File: src/rtl/systolic_skew_feeder_pkg.sv
// systolic_pkg: shared FSM state encoding, feed-length rule and lane-slice index helpers for the skew feeder.
package systolic_pkg;
  typedef enum logic [1:0] {S_IDLE, S_FEED, S_DRAIN, S_DONE} state_e;
  function automatic int feed_len(input int m, input int n, input int l);
    return n + ((m > l) ? m : l) - 1;
  endfunction
  function automatic int idx_w(input int depth);
    return (depth > 1) ? $clog2(depth) : 1;
  endfunction
  // Inner index a lane consumes at slice t: lane i is delayed by i cycles.
  function automatic int lane_k(input int t, input int lane);
    return t - lane;
  endfunction
  function automatic logic lane_ok(input int t, input int lane, input int n);
    return (lane_k(t, lane) >= 0) && (lane_k(t, lane) < n);
  endfunction
endpackage

File: src/rtl/systolic_skew_feeder_store.sv
// systolic_operand_store: A/B register arrays with write ports and per-lane read muxes.
// A write landing on the same edge as a read of that word is forwarded, so write+start feeds fresh data.
module systolic_operand_store
  import systolic_pkg::*;
#(
  parameter int WIDTH_left = 4,
  parameter int WIDTH_up   = 4,
  parameter int Mritx_M    = 3,
  parameter int Mritx_N    = 4,
  parameter int Mritx_L    = 3,
  parameter int AWL        = idx_w(Mritx_M * Mritx_N),
  parameter int AWU        = idx_w(Mritx_N * Mritx_L)
) (
  input  logic                             clk,
  input  logic                             we_l,
  input  logic [AWL-1:0]                   wa_l,
  input  logic [WIDTH_left-1:0]            wd_l,
  input  logic                             we_u,
  input  logic [AWU-1:0]                   wa_u,
  input  logic [WIDTH_up-1:0]              wd_u,
  input  logic [Mritx_M-1:0][AWL-1:0]      ra_l,
  input  logic [Mritx_L-1:0][AWU-1:0]      ra_u,
  output logic [Mritx_M*WIDTH_left-1:0]    rd_l,
  output logic [Mritx_L*WIDTH_up-1:0]      rd_u
);
  logic [WIDTH_left-1:0] a_q [Mritx_M*Mritx_N];
  logic [WIDTH_up-1:0]   b_q [Mritx_N*Mritx_L];

  always_ff @(posedge clk) begin
    if (we_l) a_q[wa_l] <= wd_l;
    if (we_u) b_q[wa_u] <= wd_u;
  end

  for (genvar i = 0; i < Mritx_M; i++) begin : g_rl
    assign rd_l[i*WIDTH_left +: WIDTH_left] = (we_l && wa_l == ra_l[i]) ? wd_l : a_q[ra_l[i]];
  end

  for (genvar j = 0; j < Mritx_L; j++) begin : g_ru
    assign rd_u[j*WIDTH_up +: WIDTH_up] = (we_u && wa_u == ra_u[j]) ? wd_u : b_q[ra_u[j]];
  end
endmodule

File: src/rtl/systolic_skew_feeder.sv
// systolic_skew_feeder: operand store plus diagonal-skew sequencer feeding a systolic multiplier.
// Optional SKEW_FEEDER_PERF_CNT_EN adds a saturating busy-cycle counter on cycle_cnt.
module systolic_skew_feeder
  import systolic_pkg::*;
#(
  parameter int WIDTH_left      = 4,
  parameter int WIDTH_up        = 4,
  parameter int Mritx_M         = 3,
  parameter int Mritx_N         = 4,
  parameter int Mritx_L         = 3,
  parameter int Mritx_LOG2_size = 10,
  parameter int DRAIN           = 5
) (
  input  logic                          clk,
  input  logic                          rst,
  input  logic                          wr_en_left,
  input  logic [Mritx_LOG2_size-1:0]    wr_addr_l,
  input  logic [WIDTH_left-1:0]         wr_data_l,
  input  logic                          wr_en_up,
  input  logic [Mritx_LOG2_size-1:0]    wr_addr_u,
  input  logic [WIDTH_up-1:0]           wr_data_u,
  input  logic                          start,
  output logic                          busy,
  output logic                          done,
  output logic                          wr_err,
  output logic [Mritx_M*WIDTH_left-1:0] left,
  output logic [Mritx_L*WIDTH_up-1:0]   up,
  output logic [Mritx_M-1:0]            valid_left,
  output logic [Mritx_L-1:0]            valid_up,
  output logic [15:0]                   cycle_cnt
);
  localparam int T   = feed_len(Mritx_M, Mritx_N, Mritx_L);
  localparam int CW  = Mritx_LOG2_size;
  localparam int AWL = idx_w(Mritx_M * Mritx_N);
  localparam int AWU = idx_w(Mritx_N * Mritx_L);

  state_e                        state_q;
  logic [CW-1:0]                 t_q, d_q, t_nx;
  logic                          busy_q, done_q, wr_err_q;
  logic                          accept, feed_nx, ok_l, ok_u;
  logic [Mritx_M*WIDTH_left-1:0] left_q, left_d, rd_l;
  logic [Mritx_L*WIDTH_up-1:0]   up_q, up_d, rd_u;
  logic [Mritx_M-1:0]            vl_q, vl_d;
  logic [Mritx_L-1:0]            vu_q, vu_d;
  logic [Mritx_M-1:0][AWL-1:0]   ra_l;
  logic [Mritx_L-1:0][AWU-1:0]   ra_u;

  assign accept  = state_q == S_IDLE && start;
  assign ok_l    = state_q == S_IDLE && wr_addr_l < CW'(Mritx_M * Mritx_N);
  assign ok_u    = state_q == S_IDLE && wr_addr_u < CW'(Mritx_N * Mritx_L);
  // Output registers load the slice of the coming cycle, so it lines up with t_q.
  assign t_nx    = accept ? '0 : t_q + 1'b1;
  assign feed_nx = accept || (state_q == S_FEED && int'(t_q) != T - 1);

  for (genvar i = 0; i < Mritx_M; i++) begin : g_l
    logic ok;
    assign ok      = feed_nx && lane_ok(int'(t_nx), i, Mritx_N);
    assign ra_l[i] = ok ? AWL'(i * Mritx_N + lane_k(int'(t_nx), i)) : '0;
    assign vl_d[i] = ok;
    assign left_d[i*WIDTH_left +: WIDTH_left] = ok ? rd_l[i*WIDTH_left +: WIDTH_left] : '0;
  end

  for (genvar j = 0; j < Mritx_L; j++) begin : g_u
    logic ok;
    assign ok      = feed_nx && lane_ok(int'(t_nx), j, Mritx_N);
    assign ra_u[j] = ok ? AWU'(lane_k(int'(t_nx), j) * Mritx_L + j) : '0;
    assign vu_d[j] = ok;
    assign up_d[j*WIDTH_up +: WIDTH_up] = ok ? rd_u[j*WIDTH_up +: WIDTH_up] : '0;
  end

  systolic_operand_store #(
    .WIDTH_left(WIDTH_left),
    .WIDTH_up  (WIDTH_up),
    .Mritx_M   (Mritx_M),
    .Mritx_N   (Mritx_N),
    .Mritx_L   (Mritx_L),
    .AWL       (AWL),
    .AWU       (AWU)
  ) u_store (
    .clk (clk),
    .we_l(wr_en_left && ok_l),
    .wa_l(wr_addr_l[AWL-1:0]),
    .wd_l(wr_data_l),
    .we_u(wr_en_up && ok_u),
    .wa_u(wr_addr_u[AWU-1:0]),
    .wd_u(wr_data_u),
    .ra_l(ra_l),
    .ra_u(ra_u),
    .rd_l(rd_l),
    .rd_u(rd_u)
  );

  always_ff @(posedge clk or negedge rst) begin
    if (!rst) begin
      state_q  <= S_IDLE;
      t_q      <= '0;
      d_q      <= '0;
      busy_q   <= 1'b0;
      done_q   <= 1'b0;
      wr_err_q <= 1'b0;
      left_q   <= '0;
      up_q     <= '0;
      vl_q     <= '0;
      vu_q     <= '0;
    end else begin
      wr_err_q <= (wr_en_left && !ok_l) || (wr_en_up && !ok_u);
      left_q   <= left_d;
      up_q     <= up_d;
      vl_q     <= vl_d;
      vu_q     <= vu_d;
      done_q   <= 1'b0;
      case (state_q)
        S_IDLE: if (start) begin
          state_q <= S_FEED;
          t_q     <= '0;
          busy_q  <= 1'b1;
        end
        S_FEED: if (int'(t_q) == T - 1) begin
          state_q <= (DRAIN == 0) ? S_DONE : S_DRAIN;
          d_q     <= '0;
          done_q  <= DRAIN == 0;
        end else t_q <= t_q + 1'b1;
        S_DRAIN: if (int'(d_q) == DRAIN - 1) begin
          state_q <= S_DONE;
          done_q  <= 1'b1;
        end else d_q <= d_q + 1'b1;
        default: begin
          state_q <= S_IDLE;
          busy_q  <= 1'b0;
        end
      endcase
    end
  end

`ifdef SKEW_FEEDER_PERF_CNT_EN
  logic [15:0] cnt_q;
  always_ff @(posedge clk or negedge rst) begin
    if (!rst) cnt_q <= '0;
    else if (accept) cnt_q <= '0;
    else if (busy_q && cnt_q != 16'hFFFF) cnt_q <= cnt_q + 1'b1;
  end
  assign cycle_cnt = cnt_q;
`else
  assign cycle_cnt = '0;
`endif

  assign busy       = busy_q;
  assign done       = done_q;
  assign wr_err     = wr_err_q;
  assign left       = left_q;
  assign up         = up_q;
  assign valid_left = vl_q;
  assign valid_up   = vu_q;
endmodule

File: config.mk
export PLATFORM = sky130hd
export DESIGN_NAME = systolic_skew_feeder
export DESIGN_NICKNAME = d
export VERILOG_FILES = /design/src/rtl/systolic_skew_feeder_pkg.sv /design/src/rtl/systolic_skew_feeder_store.sv /design/src/rtl/systolic_skew_feeder.sv
export SDC_FILE = /design/constraint.sdc
export NUM_CORES = 1
export LEC_CHECK = 0
export CORE_MARGIN = 3
export CORE_UTILIZATION = 53
export DETAILED_ROUTE_END_ITERATION = 8
export GPL_ROUTABILITY_DRIVEN = 0
export PLACE_DENSITY = 0.77
export SYNTH_ARGS = -nofsm -noshare
export SYNTH_HDL_FRONTEND = slang
export SYNTH_SLANG_ARGS = --single-unit
File: constraint.sdc
create_clock -name clk -period 4.2 [get_ports clk]
set_input_delay 1.05 -clock clk [delete_from_list [all_inputs] [get_ports clk]]
set_output_delay 1.05 -clock clk [all_outputs]
set_load 0.005 [all_outputs]
==> results <==
- The area of the mapped netlist is 9650 sq um.
- The via count of the first global-routing pass came to 8155.
- The initial antenna violation count is 0.
- The HPWL after detailed placement is 21.8 mm.
- After detailed routing, the average wire length per cell comes to 22.1 um.
- The first-pass GRT wire length is 46.4 mm.
- The smallest clock period supported by the final layout is computed as 3830 ps.
- Counting every sink on the clock net gives 148.
- The uppermost metal layer occupied by signal nets is met4.
- The arrival time at the worst endpoint is 4130 ps.
- The hold-critical path depth is 1.
- The power per standard cell area is 920 nW/um^2.
- Registers take 4180 sq um.
- The aggregate routed wire length is 29.8 mm.
- Setup slack on the worst reg-to-reg path comes out at 450 ps.
- At the end of the flow, the number of nets in the layout was 1162.
- Across all hold checks on the routed design, the worst slack comes to 523 ps.
- The share of cells above drive strength 1 is 19.2%.
- The worst setup path is launched from an input pin.
- The H-tree was split into 4 levels.
- The worst setup skew after layout is 8.37 ps.
- Global routing used 29.8% of the available tracks across all layers.
- The violation count after the first detailed-route iteration is 1330.
- The maximum fanout encountered on the critical timing path is 8.
- The area used by multi-input combinational logic is 4890 sq um.
- The final cycle utilization of the critical path is 91.2%.
- In the post-synthesis netlist, the biggest area contributors are sky130_fd_sc_hd__edfxtp_1 (30%), sky130_fd_sc_hd__dfrtp_1 (13%), sky130_fd_sc_hd__nand2_1 (4.6%), sky130_fd_sc_hd__mux2i_1 (3.8%), sky130_fd_sc_hd__nor2_1 (3.0%).
- The length of the first detailed-routing pass in iterations is 6.
- Measured in cells, the most critical reg-to-reg path has a length of 17.
- 82 I/O pins were placed.
- The final route contains 8765 vias.
- The max-slew violation count came to 0.
- The cell accounting for the most synthesized area is sky130_fd_sc_hd__edfxtp_1.
- Setup repair after global routing left no endpoint under its margin.
- The average footprint of a synthesized cell is 9.87 sq um.
- The startpoint identified for the worst register-to-register timing path is state_q[0].
- The measured slew at the worst slew-check pin is 736 ps.
- The residual overflow from global routing is 0.
- The number of failing setup endpoints in the final timing report is 0.
- The total of warnings raised by yosys is 0.
- 0 antenna diodes ended up in the layout.
- The share of the synthesized area in the top cell type is 29.9%.
- For this block, wires on met1 add up to 11.6 mm.
- TritonCTS built the clock tree.
- The library cell used as clock root buffer is sky130_fd_sc_hd__clkbuf_16.
- In the synthesized netlist the async set-or-reset flop fraction comes to 35.1%.
- The worst hold path begins at busy.
- Entering global routing, the biggest net connects 68 pins.
- The endpoint type of the worst setup path is a flop.
- The destination of the worst register-to-register timing path is up[7].
- The buffer depth of the longest clock path is 2.
- The critical path class is input pin to flop.
- The amount of wire on met3 after detailed routing is 3.77 mm.
- The max-cap violation count is 0.
- The number of fillers in the final layout is 1397.
- Sorting the synthesized cells by how often they occur yields sky130_fd_sc_hd__nand2_1 (119), sky130_fd_sc_hd__edfxtp_1 (96), sky130_fd_sc_hd__nor2_1 (77), sky130_fd_sc_hd__dfrtp_1 (52), sky130_fd_sc_hd__a21oi_1 (49).
- In this run the tightest slew margin relative to its limit is 50.5%.
- The initialized floorplan defines 48 standard-cell rows.
- The summed negative setup slack over all endpoints is 0 ps.
- Yosys instantiated no cell more often than sky130_fd_sc_hd__nand2_1.
- The analysis attributes to cell leakage a power of 4.52 nW.
- The number of hold violations in the final report is 0.
- The flow ran to the end, and the final reports show no timing, DRC or antenna violations.
- Synthesis inferred 148 register bits.
- The count of buffers added on input and output ports is 65.
- The data required time of the worst path is 4510 ps.
- The number of buffers inserted during clock tree synthesis is 17.
- Static timing analysis puts the maximum clock frequency at 0.261 GHz.
- The later pin in the worst-skew pair is clocked with a latency of 430 ps.
- Yosys mapped a number of flops with a built-in enable equal to 96.
- The area growth from synthesis to layout is 20.4%.
- The post-synthesis cell count is 977.
- The die is 141 um tall.
- Using the TritonRoute via totals, the vias-per-cell ratio works out to 6.52.
- The path class of the tightest hold or removal check is flop to flop.
- After clock tree synthesis, the clock-pin slew on the worst setup and hold paths is 60 ps.
- The commonest register cell after synthesis is sky130_fd_sc_hd__edfxtp_1.
- IR analysis of the VDD net gives a maximum drop of 0.679 mV.
- For this configuration, the core starts out at a cell density of 55.0%.
- The number of buffers inserted to repair setup after CTS is 0.
- The post-detailed-route count of antenna-violating nets is 0.
- The sequential share of the synthesized area is 43.4%.
- The die footprint is 19900 sq um.
- The worst hold path terminates at busy.
- The distinct cell type count of the synthesized netlist is 116.
- The met2 routed wirelength is 13.5 mm.
- The core footprint is 17500 sq um.
- After detailed routing, the number of remaining DRC violations is 0.
- The horizontal die dimension is 141 um.
## worst max path at each step
stage,start,to,cells after the start,slack [ps]
after floorplan,start,up[7],17,-20
after global placement,start,left[7],15,-230
after detailed placement,start,left[7],15,-340
after CTS,start,left[7],15,80
after global routing,state_q[0],up[11],17,210
final,start,up[7],16,370
## flip-flops by register name, summed over array words and instances, names as in the netlist, 2 cells and up
register,cells
up,12
u_store.a_q,48
u_store.b_q,48
d_q,10
state_q,2
left,12
t_q,10
valid_up,3
## metrics by stage
step	setup slack, ps	area (sq um)	power, W	cells	utilization, %
after floorplan	-21.2	9730	0.00643	992	-
after global placement	-230	11000	0.00882	1313	62.9
after detailed placement	-342	11000	0.00890	1313	62.9
after CTS	82.5	11600	0.0105	1345	66.1
after global routing	210	11600	0.0113	1345	66.2
final	371	11600	0.0107	1345	66.2
## per-layer routing
layer  vias to the layer above  GRT usage [%]
li1                       3848              -
met1                      4163           41.5
met2                       650           46.2
met3                       104           8.18
met4                         0           8.52
met5                         -              0
## cell families (layout without fill, tap and decap cells)
kind of cell    count (synthesis)  count (layout)  synth area share [%]
xor+xnor                       32              32                  2.98
buf+inv                       117             245                  6.69
other cells                     1              16                0.0389
simple gates                  356             356                  18.2
mux                            48              48                  5.98
fa+ha+maj                      22              22                  3.01
flops                         148             148                  43.4
compound gates                253             253                  19.7
## where the power goes
| group | switching (W) | internal [W] |
|---|---|---|
| clock network | 0.000658 | 0.000836 |
| registers | 0.0000631 | 0.00165 |
| logic | 0.00428 | 0.00320 |
| total | 0.00500 | 0.00568 |
## cell usage in the layout, fill, tap and decap left out, types with 32 or more instances in the layout
cell type,n
sky130_fd_sc_hd__o21ai_0,45
sky130_fd_sc_hd__buf_4,109
sky130_fd_sc_hd__nor2_1,77
sky130_fd_sc_hd__nor3_1,32
sky130_fd_sc_hd__mux2i_1,37
sky130_fd_sc_hd__clkdlybuf4s50_1,63
sky130_fd_sc_hd__a21oi_1,49
sky130_fd_sc_hd__edfxtp_1,96
sky130_fd_sc_hd__nand2_1,119
sky130_fd_sc_hd__dfrtp_1,52
sky130_fd_sc_hd__nand3_1,43
## worst max-delay path, stage by stage
cell                             delay [ps]
sky130_fd_sc_hd__dlymetal6s2s_1         260
sky130_fd_sc_hd__nand2_2                110
sky130_fd_sc_hd__nand2b_2                90
sky130_fd_sc_hd__ha_2                   170
sky130_fd_sc_hd__inv_1                   60
sky130_fd_sc_hd__xnor2_1                300
sky130_fd_sc_hd__ha_1                   190
sky130_fd_sc_hd__inv_1                   50
sky130_fd_sc_hd__fa_1                   370
sky130_fd_sc_hd__xor2_1                 280
sky130_fd_sc_hd__xnor2_2                160
sky130_fd_sc_hd__o31ai_1                290
sky130_fd_sc_hd__nand2_1                 80
sky130_fd_sc_hd__a211o_1                370
sky130_fd_sc_hd__o21ai_1                140
sky130_fd_sc_hd__o21ba_1                180
## final cells by class
class,count,share of cell area [%]
multi-input cells,727,42.2
repair buffers,177,13.1
clock buffers,18,3.70
clock inverters,14,1.24
flip-flops and latches,148,36.0
inverters,36,1.31
well taps,225,2.42
## repair_timing
item	CTS	global route
hold buffers	0	0
endpoints found under the setup margin	0	14
gates resized for setup	0	2
Power figures use the tool's default switching activity.
